<file path="config.mk">
export PLATFORM = sky130hd
export DESIGN_NAME = led_sequencer
export DESIGN_NICKNAME = d
export VERILOG_FILES = /design/src/rtl/led_sequencer.sv
export SDC_FILE = /design/constraint.sdc
export NUM_CORES = 1
export LEC_CHECK = 0
export ABC_AREA = 1
export CAP_MARGIN = 30
export CORE_UTILIZATION = 23
export CTS_CLUSTER_DIAMETER = 150
export DETAILED_ROUTE_END_ITERATION = 6
export SLEW_MARGIN = 5
export SYNTH_ARGS = -nofsm -noshare
export SYNTH_HDL_FRONTEND = slang
export SYNTH_SLANG_ARGS = --single-unit
</file>
<file path="constraint.sdc">
create_clock -name CLK_3p33MHZ -period 2.9 [get_ports CLK_3p33MHZ]
set_clock_uncertainty 0.1 [all_clocks]
set_input_delay 0.725 -clock CLK_3p33MHZ [delete_from_list [all_inputs] [get_ports CLK_3p33MHZ]]
set_output_delay 0.725 -clock CLK_3p33MHZ [all_outputs]
set_load 0.05 [all_outputs]
</file>
<file path="src/rtl/led_sequencer.sv">
// led_sequencer: prescaled LED pattern generator with rotate, bounce, fill and hold modes
module led_sequencer #(
  parameter int N_LEDS = 4,
  parameter int CNT_W = 22,
  parameter logic [CNT_W-1:0] DIVIDER = 22'd1000000
) (
  input  logic              CLK_3p33MHZ,
  input  logic              RST,
  input  logic [1:0]        MODE,
  input  logic [1:0]        SPEED,
  output logic [N_LEDS-1:0] LEDS,
  output logic              STEP
);
  typedef enum logic [1:0] {ROTATE = 2'b00, BOUNCE = 2'b01, FILL = 2'b10, HOLD = 2'b11} mode_e;
  localparam logic [N_LEDS-1:0] ONE = N_LEDS'(1);
  mode_e             mode_q;
  logic [CNT_W-1:0]  cnt_q, cnt_d, term;
  logic              tick_q, tick_d, step_q, step_d, dir_q, dir_d;
  logic [N_LEDS-1:0] leds_q, leds_d, inc, rot, bnc, fil, adv;
  logic              wrap, chg, hot, thermo, full, bdir;
  // prescaler, pattern advance and mode-change restart
  always_comb begin
    term   = DIVIDER >> SPEED;
    wrap   = cnt_q >= term;
    chg    = MODE != mode_q;
    inc    = leds_q + 1'b1;
    hot    = (leds_q != '0) && ((leds_q & (leds_q - 1'b1)) == '0);
    thermo = (leds_q != '0) && ((leds_q & inc) == '0);
    full   = &leds_q;
    bdir   = leds_q[N_LEDS-1] ? 1'b0 : (leds_q[0] ? 1'b1 : dir_q);
    rot    = {leds_q[N_LEDS-2:0], leds_q[N_LEDS-1]};
    bnc    = bdir ? leds_q << 1 : leds_q >> 1;
    fil    = {leds_q[N_LEDS-2:0], 1'b1};
    adv    = mode_q == ROTATE ? (hot ? rot : ONE) :
             mode_q == BOUNCE ? (hot ? bnc : ONE) :
             mode_q == FILL   ? (thermo && !full ? fil : ONE) : leds_q;
    cnt_d  = chg ? '0 : (wrap ? '0 : cnt_q + 1'b1);
    tick_d = !chg && wrap;
    step_d = tick_d && mode_q != HOLD;
    leds_d = chg ? ONE : (tick_q ? adv : leds_q);
    dir_d  = chg ? 1'b1 : (tick_q && mode_q == BOUNCE ? (hot ? bdir : 1'b1) : dir_q);
  end
  // state registers with synchronous reset
  always_ff @(posedge CLK_3p33MHZ) begin
    mode_q <= mode_e'(MODE);
    if (RST) begin
      cnt_q  <= '0;
      tick_q <= 1'b0;
      step_q <= 1'b0;
      leds_q <= ONE;
      dir_q  <= 1'b1;
    end else begin
      cnt_q  <= cnt_d;
      tick_q <= tick_d;
      step_q <= step_d;
      leds_q <= leds_d;
      dir_q  <= dir_d;
    end
  end
  assign LEDS = leds_q;
  assign STEP = step_q;
endmodule

</file>
# [Word-level counts from Yosys, hierarchy flattened]
# Index checks and enable logic that the tools add are counted.
[op_classes] add_sub_neg=3 n_lt_le_gt_ge=1 eq_ne=4 n_shift=1 n_mux=10 n_bitwise=2 n_reduce_logical=17
[ops] op="2-to-1 mux 4 bit" count=7
[ops] op="adder 22 x 1 -> 22 bit, second input constant" count=1
[ops] op=">= comparator 22 bit" count=1
[ops] op="right shift 20 x 2 -> 22 bit, first input constant" count=1
[ops] op="AND 4 bit" count=2
[ops] op="zero test 4 bit" count=2
[ops] op="logical AND 1 bit" count=6
[ops] op="adder 4 x 1 -> 4 bit, second input constant" count=1
[ops] op="AND reduction 4 bit" count=1
[ops] op="nonzero test 4 bit" count=1
[ops] op="subtractor 4 x 1 -> 4 bit, second input constant" count=1
[ops] op="2-to-1 mux 1 bit" count=3
[ops] op="nonzero test 3 bit" count=1
[ops] op="OR reduction 3 bit" count=1
[ops] op="== test 2 x 1 -> 1 bit, second input constant" count=1
[ops] op="== test 2 bit, second input constant" count=1
[ops] op="zero test 1 bit" count=2
[ops] op="zero test 2 bit" count=1
[ops] op="!= test 2 bit" count=1
[ops] op="!= test 2 bit, second input constant" count=1
[ops] op="AND reduction 2 bit" count=1
[ops] op="OR reduction 2 bit" count=1
[word_totals] register_bits=31 inputBits=6 out_inout_bits=5 elab_cells=44

# [Depth between registers and ports, before layout]
# Gate-level depths: netlist (run 1).
[depth] word_depth=9 depth_mapped=14 ltp_nobuf=13

# [Least setup slack after synthesis (run 1)]
# OpenSTA, ideal clock, no wires.
[synth_path] kind="input -> register" startpoint="in SPEED[0]" endpoint="reg cnt_q[20]" setup_ns=0.066 arrival_time_ns=2.144 t_required_ns=2.734 slack_ns=0.590 path_stages=14 n_path_buf=1 path_cell_list="inv_1 -> ha_1 -> inv_1 -> ha_1 -> nand2_1 -> inv_1 -> nand3_1 -> nand2_1 -> nor2_1 -> nand2_1 -> nor2_2 -> nand2_2 -> buf_6 -> a21oi_2"
[synth_via] elab_chain_len=3
[synth_lines] element="start: declaration" line_no="10" source="input logic [1:0] SPEED,"
[synth_lines] element="right shift 20 x 2 -> 22 bit" line_no="23" source="term = DIVIDER >> SPEED;"
[synth_lines] element=">= comparator 22 bit" line_no="24" source="wrap = cnt_q >= term;"
[synth_lines] element="OR reduction 3 bit (no line)"
[synth_lines] element="end signal: assignment" line_no="53" source="cnt_q <= cnt_d;"
[synth_lines] element="end: declaration" line_no="17" source="logic [CNT_W-1:0] cnt_q, cnt_d, term;"
# No other way between the ends.
# A chain may end at the register's enable or synchronous reset.

# [Final worst setup path (run 1)]
[layout_path] startpoint="in SPEED[1]" endpoint="reg cnt_q[5]"
# Same word-level chain as after synthesis.

==> impl_results.rst, run 1 <==
.. list-table::
   :header-rows: 1

   * - Metric
     - Value
   * - Post-synthesis cell type with the largest combined area
     - sky130_fd_sc_hd__dfxtp_1
   * - Result of the run
     - completed
   * - Number of core rows
     - 34
   * - Weighted congestion at the end of routability-driven global placement
     - between 0.8 and 0.9
   * - Aggregate negative setup slack
     - 0 ns
   * - Syn. warnings
     - 0
   * - Number of search-and-repair iterations in the first detailed-routing pass
     - 4
   * - Switching Fraction
     - 22.6%
   * - Commonest register cell after synthesis
     - sky130_fd_sc_hd__dfxtp_1
   * - Proportion of layout cells with a drive suffix above 1
     - 16.9%
   * - Initial standard-cell utilization of the core
     - 23.9%
   * - Maximum level of the CTS H-tree
     - 2
   * - Relative area change from synthesis to final layout
     - 19.4%
   * - Number of buffers added by the clock tree synthesis step
     - 5
   * - Chip height
     - 97.7 um
   * - Fmax
     - 379 MHz
   * - Total power divided by cell area
     - 383 nW/um^2
   * - Arrival time of the worst setup path
     - around 2.7 ns
   * - Most repeated cell in the gate-level netlist after synthesis
     - sky130_fd_sc_hd__nand2_1
   * - Count of distinct cell types in the synthesized netlist
     - 29
   * - Fraction of the cycle the final worst path needs
     - 90.9%
   * - Critical path buffer and inverter count
     - 5
   * - Average cell area after synthesis
     - around 7.1 um^2
   * - Total via count in the routed design
     - 1800
   * - Critical path, cell by cell
     - clkdlybuf4s50_1, inv_1, ha_1, inv_1, ha_1, nand2_1, inv_1, nand2_1, nor2_2, a21boi_1, nor2_2, nand2_2, buf_12, nor2_2
   * - Worst setup path end
     - cnt_q[5]
   * - Critical path depth
     - 14
   * - Gate Count Post-Synth
     - 298
   * - RSZ-0062 raised after global routing
     - false
   * - Number of inserted diodes
     - 0
   * - Critical Path End Type
     - register
   * - PnR worst setup slack
     - 0.264 ns
   * - Clock power share
     - 45.9%
   * - Cell family with the largest share of critical-path delay
     - buffers and inverters
   * - Hold violation count in the final report
     - 0
   * - Total number of clock tree sinks
     - 31
   * - Leakage dissipation
     - 0.994 nW
   * - Part of the Yosys area used for sequential elements
     - 29.5%
   * - Global route total overflow
     - 0
   * - Combinational power share
     - under 10%
   * - Sum of routed wire length over all layers
     - 4270 um
   * - Global-route wire length before repair
     - 7580 um
   * - Clock period minus final worst setup slack
     - 2.64 ns
   * - Post-synth design cell area
     - 2110 um^2
   * - Worst hold-check path type
     - register to register
   * - Floorplan Core Area
     - 8810 um^2
   * - Maximum count of clock buffers along a single path
     - 2
   * - Count of input and output buffers
     - 10
   * - Clock tree root buffer cell
     - sky130_fd_sc_hd__clkbuf_8
   * - Tightest Pin Transition
     - roughly 0.52 ns
   * - Slew headroom
     - 65.3%
   * - Cell type of the slowest stage on the worst timing path
     - sky130_fd_sc_hd__clkdlybuf4s50_1
   * - Start point of the critical path
     - SPEED[1]
   * - Net count, final
     - 348
   * - Maximum capacitance violations
     - 0
   * - Ys async rst share
     - 0%
   * - Area of placed instances
     - 2390 um^2
   * - Number of antenna violations at the first check in global routing
     - 0
   * - Average wire per standard cell
     - 9.99 um
   * - Maximum vdd ir drop
     - 0.143 mV
   * - TritonCTS clock tree
     - done
   * - Vias in the first global route
     - 1690
   * - Pin count of the biggest net entering global routing
     - 13
   * - Startpoint type of the worst setup path
     - input pin
   * - Worst reg2reg path startpoint
     - cnt_q[19]
   * - Clk Latency, worst-skew pair
     - 0.29 ns
   * - DRT iter0 DRCs
     - 88
   * - Hold-fix buffers, CTS
     - 0
   * - Worst-path fanout max
     - 12
   * - Post-Syn Nets
     - 327
   * - Cell-internal power
     - 0.745 mW
   * - Flop-to-flop setup slack
     - 1.10 ns
   * - Share of the synthesized area in the top cell type
     - 29.5%
   * - Clock edge transition at the registers on the reported setup and hold paths
     - 0.06 ns
   * - Detailed-route vias per instance
     - 4.21
   * - Synth cell count leaders
     - 69 x sky130_fd_sc_hd__nand2_1, 41 x sky130_fd_sc_hd__inv_1, 31 x sky130_fd_sc_hd__dfxtp_1
   * - Number of flops mapped to enable cells by yosys
     - 0
   * - Relative contribution of sequential cells to total power
     - 45.2%
   * - Type of the worst setup path
     - input pin to register
   * - Remaining design rule violation count
     - 0
   * - Die outline width
     - slightly below 100 um
   * - Die Outline Area
     - around 9500 um^2
   * - Top cells by area, synth
     - sky130_fd_sc_hd__dfxtp_1 29%, sky130_fd_sc_hd__ha_1 14%, sky130_fd_sc_hd__nand2_1 12%
   * - DRT antenna net count
     - 0
   * - Final count of pins violating max slew
     - 0
   * - Required arrival time at the worst endpoint
     - about 3.0 ns
   * - Pre-CTS WS
     - -0.0600 ns
   * - GRT Overall Usage
     - between 9 and 10%
   * - Hpwl dp
     - 3510 um
   * - Final-report setup violation count
     - 0
   * - Reg2reg end
     - cnt_q[5]
   * - Cell area after layout
     - 2510 um^2
   * - Crit path largest cell delay
     - 0.44 ns
   * - I/O Pins
     - 11
   * - Net switching power
     - 0.217 mW
   * - Register bit total from synthesis
     - 31
   * - Final-layout fill cell count
     - 932
   * - Worst Reg-to-Reg Cells
     - 10
[power groups by stage]
| stage | clock network (mW) | logic [mW] | registers (mW) |
|---|---|---|---|
| after global routing | 0.472 | 0.0973 | 0.436 |
| after floorplan | 0 | 0.0517 | 0.447 |
| final | 0.441 | 0.0856 | 0.436 |
| after CTS | 0.455 | 0.0869 | 0.435 |
| after global placement | 0 | 0.0855 | 0.445 |
| after detailed placement | 0 | 0.0862 | 0.445 |
[stage by stage]
| stage | utilization (%) | cells | total power, mW | hold WS, ns |
|---|---|---|---|---|
| 3_3_place_gp | 27.2 | 420 | 0.530 | 0.372 |
| 6_report | 28.6 | 428 | 0.963 | 0.390 |
| 2_1_floorplan | - | 298 | 0.499 | 0.350 |
| 3_5_place_dp | 27.2 | 420 | 0.531 | 0.376 |
| 5_1_grt | 28.6 | 428 | 1.00 | 0.447 |
| 4_1_cts | 28.5 | 428 | 0.977 | 0.392 |
[logic make-up (layout without fill, tap and decap cells)]
group | Yosys count | after routing | share of synthesized area (%)
adders and majority gates | 23 | 23 | 13.7
other | 1 | 1 | 0.178
buffers and inverters | 50 | 72 | 9.68
and+or+nand+nor | 151 | 151 | 33.2
DFF | 31 | 31 | 29.5
AOI/OAI and AO/OA | 28 | 28 | 8.02
xor gates and xnor gates | 14 | 14 | 5.82
[per-layer routing]
metal  wire, um  track usage, %
met1       2310            13.6
met2       1780            15.1
met3        122            1.37
met4         62            4.08
met5          0               0
[area by class of cell]
class / count / area, um^2 / area share [%]
multi-input combinational: 217 / 1280 / 50.9
sequential: 31 / 621 / 24.7
clock buffer: 6 / 82.6 / 3.28
inverter: 46 / 173 / 6.87
clock inverter: 2 / 35.0 / 1.39
tap: 108 / 135 / 5.37
timing repair buffer: 18 / 188 / 7.46
[worst min-delay path by stage]
stage	startpoint	end	slack [ns]	cells past startpoint
floorplan	cnt_q[0]	cnt_q[0]	0.35	1
global placement	cnt_q[0]	cnt_q[0]	0.37	1
detailed placement	cnt_q[0]	cnt_q[0]	0.38	1
CTS	tick_q	dir_q	0.39	2
global route	tick_q	dir_q	0.45	2
finish	cnt_q[0]	cnt_q[0]	0.39	1
[registers in the layout (all words and copies together) (netlist names)]
register and flops:
STEP 1, dir_q 1, LEDS 4, cnt_q 22, tick_q 1, mode_q 2
[timing repair]
item | in CTS | in global routing
resized for setup | 0 | 1
setup endpoints to repair | 0 | 21
buffers inserted | 0 | 0
endpoints found under the hold margin | 0 | 0
[cells in the final DEF, fill, tap and decap left out, drive strengths merged]
master / n
buf: 8
nand2: 70
dfxtp: 31
nand4: 8
clkinv: 1
a21oi: 17
clkbuf: 6
o22ai: 1
or2: 5
o21ai: 8
dlymetal6s2s: 1
conb: 1
o21a: 1
nor2: 48
clkdlybuf4s50: 9
bufinv: 1
xnor2: 7
a21boi: 1
ha: 23
nor3: 6
inv: 46
nand3b: 1
xor2: 7
nand3: 13
(Power assumes the default switching activity.)
==> inputs of run 2 (changes only) <==
Clock period 2.9 ns to 2.15 ns, I/O delays scaled along.
==> impl_results.rst, run 2 (synthesized netlist as in run 1, its figures left out) <==
.. list-table::
   :header-rows: 1

   * - Metric
     - Value
   * - Result of the run
     - completed
   * - Hold violation count in the final report
     - 0 (unchanged)
   * - Number of search-and-repair iterations in the first detailed-routing pass
     - 4 (unchanged)
   * - DRT iter0 DRCs
     - 68 (-23%)
   * - Cell type of the slowest stage on the worst timing path
     - sky130_fd_sc_hd__ha_1
   * - Worst reg2reg path startpoint
     - cnt_q[19]
   * - Crit path largest cell delay
     - 0.28 ns (-0.16 ns)
   * - Leading cell types in the layout, fill and taps excluded
     - 65 x sky130_fd_sc_hd__nand2_1, 35 x sky130_fd_sc_hd__inv_1, 31 x sky130_fd_sc_hd__dfxtp_1, 28 x sky130_fd_sc_hd__nor2_1, 19 x sky130_fd_sc_hd__nor2_2
   * - Number of inserted diodes
     - 0 (unchanged)
   * - Final worst hold slack
     - 0.390 ns (-0.000411 ns)
   * - PnR worst setup slack
     - 0.0558 ns (-0.209 ns)
   * - Startpoint type of the worst setup path
     - input pin
   * - Flop-to-flop setup slack
     - 0.29 ns (-0.81 ns)
   * - Maximum level of the CTS H-tree
     - 2 (unchanged)
   * - Hold-fix buffers, CTS
     - 0 (unchanged)
   * - Hold Path Stages
     - 2 (+1)
   * - Cell family with the largest share of critical-path delay
     - buffers and inverters
   * - Weighted congestion at the end of routability-driven global placement
     - 0.816 (+1.9%)
   * - Number of core rows
     - 34 (unchanged)
   * - Critical path's most frequent cell
     - sky130_fd_sc_hd__nor2_2
   * - Floorplan Core Area
     - 8810 um^2 (unchanged)
   * - Post-layout total power
     - 1.34 mW (+40%)
   * - Proportion of layout cells with a drive suffix above 1
     - 29.8% (+13 points)
   * - Arrival time of the worst setup path
     - 2.18 ns (-0.53 ns)
   * - Pre-CTS WS
     - -0.632 ns (-0.572 ns)
   * - Relative area change from synthesis to final layout
     - 33.2%
   * - Global route total overflow
     - 0 (unchanged)
   * - Clock tree root buffer cell
     - sky130_fd_sc_hd__clkbuf_8
   * - Fraction of the cycle the final worst path needs
     - 97.4%
   * - Detailed-route vias per instance
     - 4.27 (+1.5%)
   * - Vias in the first global route
     - 1718 (+1.7%)
   * - Global-route wire length before repair
     - 7750 um (+2.3%)
   * - Wire length on met1
     - 2410 um (+4.5%)
   * - Number of antenna violations at the first check in global routing
     - 0 (unchanged)
   * - Reg2reg end
     - cnt_q[3]
   * - Worst-path fanout max
     - 6 (-6)
   * - Average wire per standard cell
     - 10.8 um (+8.4%)
   * - Worst Reg-to-Reg Cells
     - 12 (+2)
   * - TritonCTS clock tree
     - done
   * - Number of buffers added by the clock tree synthesis step
     - 5 (unchanged)
   * - Routed met2 length
     - 2070 um (+17%)
   * - I/O Pins
     - 11 (unchanged)
   * - Type of the worst setup path
     - input pin to register
   * - Endpoint of the worst hold-timing path
     - dir_q
   * - Most common cell after layout, fill and taps aside
     - sky130_fd_sc_hd__nand2_1
   * - Biggest register
     - cnt_q
   * - Total via count in the routed design
     - 1853 (+2.9%)
   * - DRT antenna net count
     - 0 (unchanged)
   * - Clk Latency, worst-skew pair
     - 0.29 ns (about the same)
   * - Final count of pins violating max slew
     - 0 (unchanged)
   * - Remaining design rule violation count
     - 0 (unchanged)
   * - Number of flip-flops under the largest register name
     - 22 (unchanged)
   * - Critical path, cell by cell
     - buf_4, buf_4, ha_1, ha_1, nand4_1, nor2_2, a21boi_2, nor2_2, nand2_2, bufbuf_16, nor2_2
   * - Maximum capacitance violations
     - 0 (unchanged)
   * - Met3 wire length
     - 104 um (-15%)
   * - Critical path buffer and inverter count
     - 3 (-2)
   * - Chip height
     - 97.7 um (unchanged)
   * - Top Metal Used
     - met4
   * - Leakage dissipation
     - 1.05 nW (+5.2%)
   * - Pin count of the biggest net entering global routing
     - 11 (-2)
   * - Clock period minus final worst setup slack
     - 2.09 ns
   * - Total number of clock tree sinks
     - 31 (unchanged)
   * - Clock edge transition at the registers on the reported setup and hold paths
     - 0.06 ns (about the same)
   * - Worst hold-check path type
     - register to register
   * - Net count, final
     - 354 (+1.7%)
   * - Count of input and output buffers
     - 10 (unchanged)
   * - Final core area utilization
     - 31.8% (+3.3 points)
   * - Sum of routed wire length over all layers
     - 4700 um (+10%)
   * - Final-report setup violation count
     - 0 (unchanged)
   * - Maximum count of clock buffers along a single path
     - 2 (unchanged)
   * - Hpwl dp
     - 3420 um (-2.5%)
   * - Die Outline Area
     - 9540 um^2 (unchanged)
   * - GRT Overall Usage
     - 10.1% (+0.28 points)
   * - Critical Path End Type
     - register
   * - Total power divided by cell area
     - 480 nW/um^2 (+25%)
   * - Maximum vdd ir drop
     - 0.196 mV (+37%)
   * - Initial standard-cell utilization of the core
     - 23.9% (unchanged)
   * - Die outline width
     - 97.7 um (unchanged)
   * - Fmax
     - 478 MHz
   * - Worst Min Path Start
     - tick_q
   * - RSZ-0062 raised after global routing
     - true
   * - Aggregate negative setup slack
     - 0 ns (unchanged)
   * - Required arrival time at the worst endpoint
     - 2.23 ns (-0.75 ns)
-- run 2: cell count changes in the layout (fill, tap and decap cells not counted), moves of 2 or more --
cell                              change
sky130_fd_sc_hd__ha_1                -15
sky130_fd_sc_hd__ha_4                +15
sky130_fd_sc_hd__buf_4                +8
sky130_fd_sc_hd__clkdlybuf4s50_1      -6
sky130_fd_sc_hd__inv_1                -6
sky130_fd_sc_hd__buf_6                +5
sky130_fd_sc_hd__inv_4                +4
sky130_fd_sc_hd__nand2_1              -4
sky130_fd_sc_hd__nand2_2              +4
sky130_fd_sc_hd__nand3_1              -2
sky130_fd_sc_hd__nand3_2              +2
-- run 2: what timing repair did --
action | 4_1_cts | 5_1_grt
pin swaps | 7 | 14
endpoints found under the setup margin | 23 | 23
cloned | 1 | 0
setup buffers | 4 | 2
hold endpoints to repair | 0 | 0
resized for setup | 31 | 24
-- run 2: routing by layer --
metal / global-route usage [%] / vias to the layer above
met4: 5.24 / 0
met5: 0 / -
met1: 13.1 / 823
li1: - / 988
met3: 1.37 / 11
met2: 16.1 / 31
-- run 2: cell type report --
cell class / count / area (um^2)
well taps: 108 / 135
clock inverters: 2 / 35.0
fillers: 892 / 6000
repair buffers: 24 / 244
flip-flops and latches: 31 / 621
clock buffers: 6 / 82.6
inverters: 46 / 188
multi-input cells: 217 / 1500
-- run 2: worst min-delay path, stage by stage, from the launching register on --
cell and delay (ns):
sky130_fd_sc_hd__dfxtp_1 0.31, sky130_fd_sc_hd__nand3_1 0.07, sky130_fd_sc_hd__nand3_1 0.06
-- run 2: how the worst max path moves through the flow --
stage                  start  cells after the start  slack (ns)   endpoint
floorplan           SPEED[0]                     14        0.03  cnt_q[20]
global placement    SPEED[0]                     15       -0.58   cnt_q[2]
detailed placement  SPEED[0]                     15       -0.63   cnt_q[3]
CTS                 SPEED[1]                     14      -0.005   cnt_q[4]
global route        SPEED[0]                     12       -0.02  cnt_q[11]
finish              SPEED[0]                     11        0.06   cnt_q[4]
-- run 2: where the power goes --
group	internal (mW)	switching [mW]	total (mW)
logic	0.0734	0.0837	0.157
registers	0.580	0.00733	0.588
clock network	0.375	0.226	0.600
-- run 2: stage by stage --
step / std cells / area (um^2)
floorplan: 298 / 2110
CTS: 433 / 2680
global placement: 420 / 2380
global route: 434 / 2800
finish: 434 / 2800
detailed placement: 420 / 2380
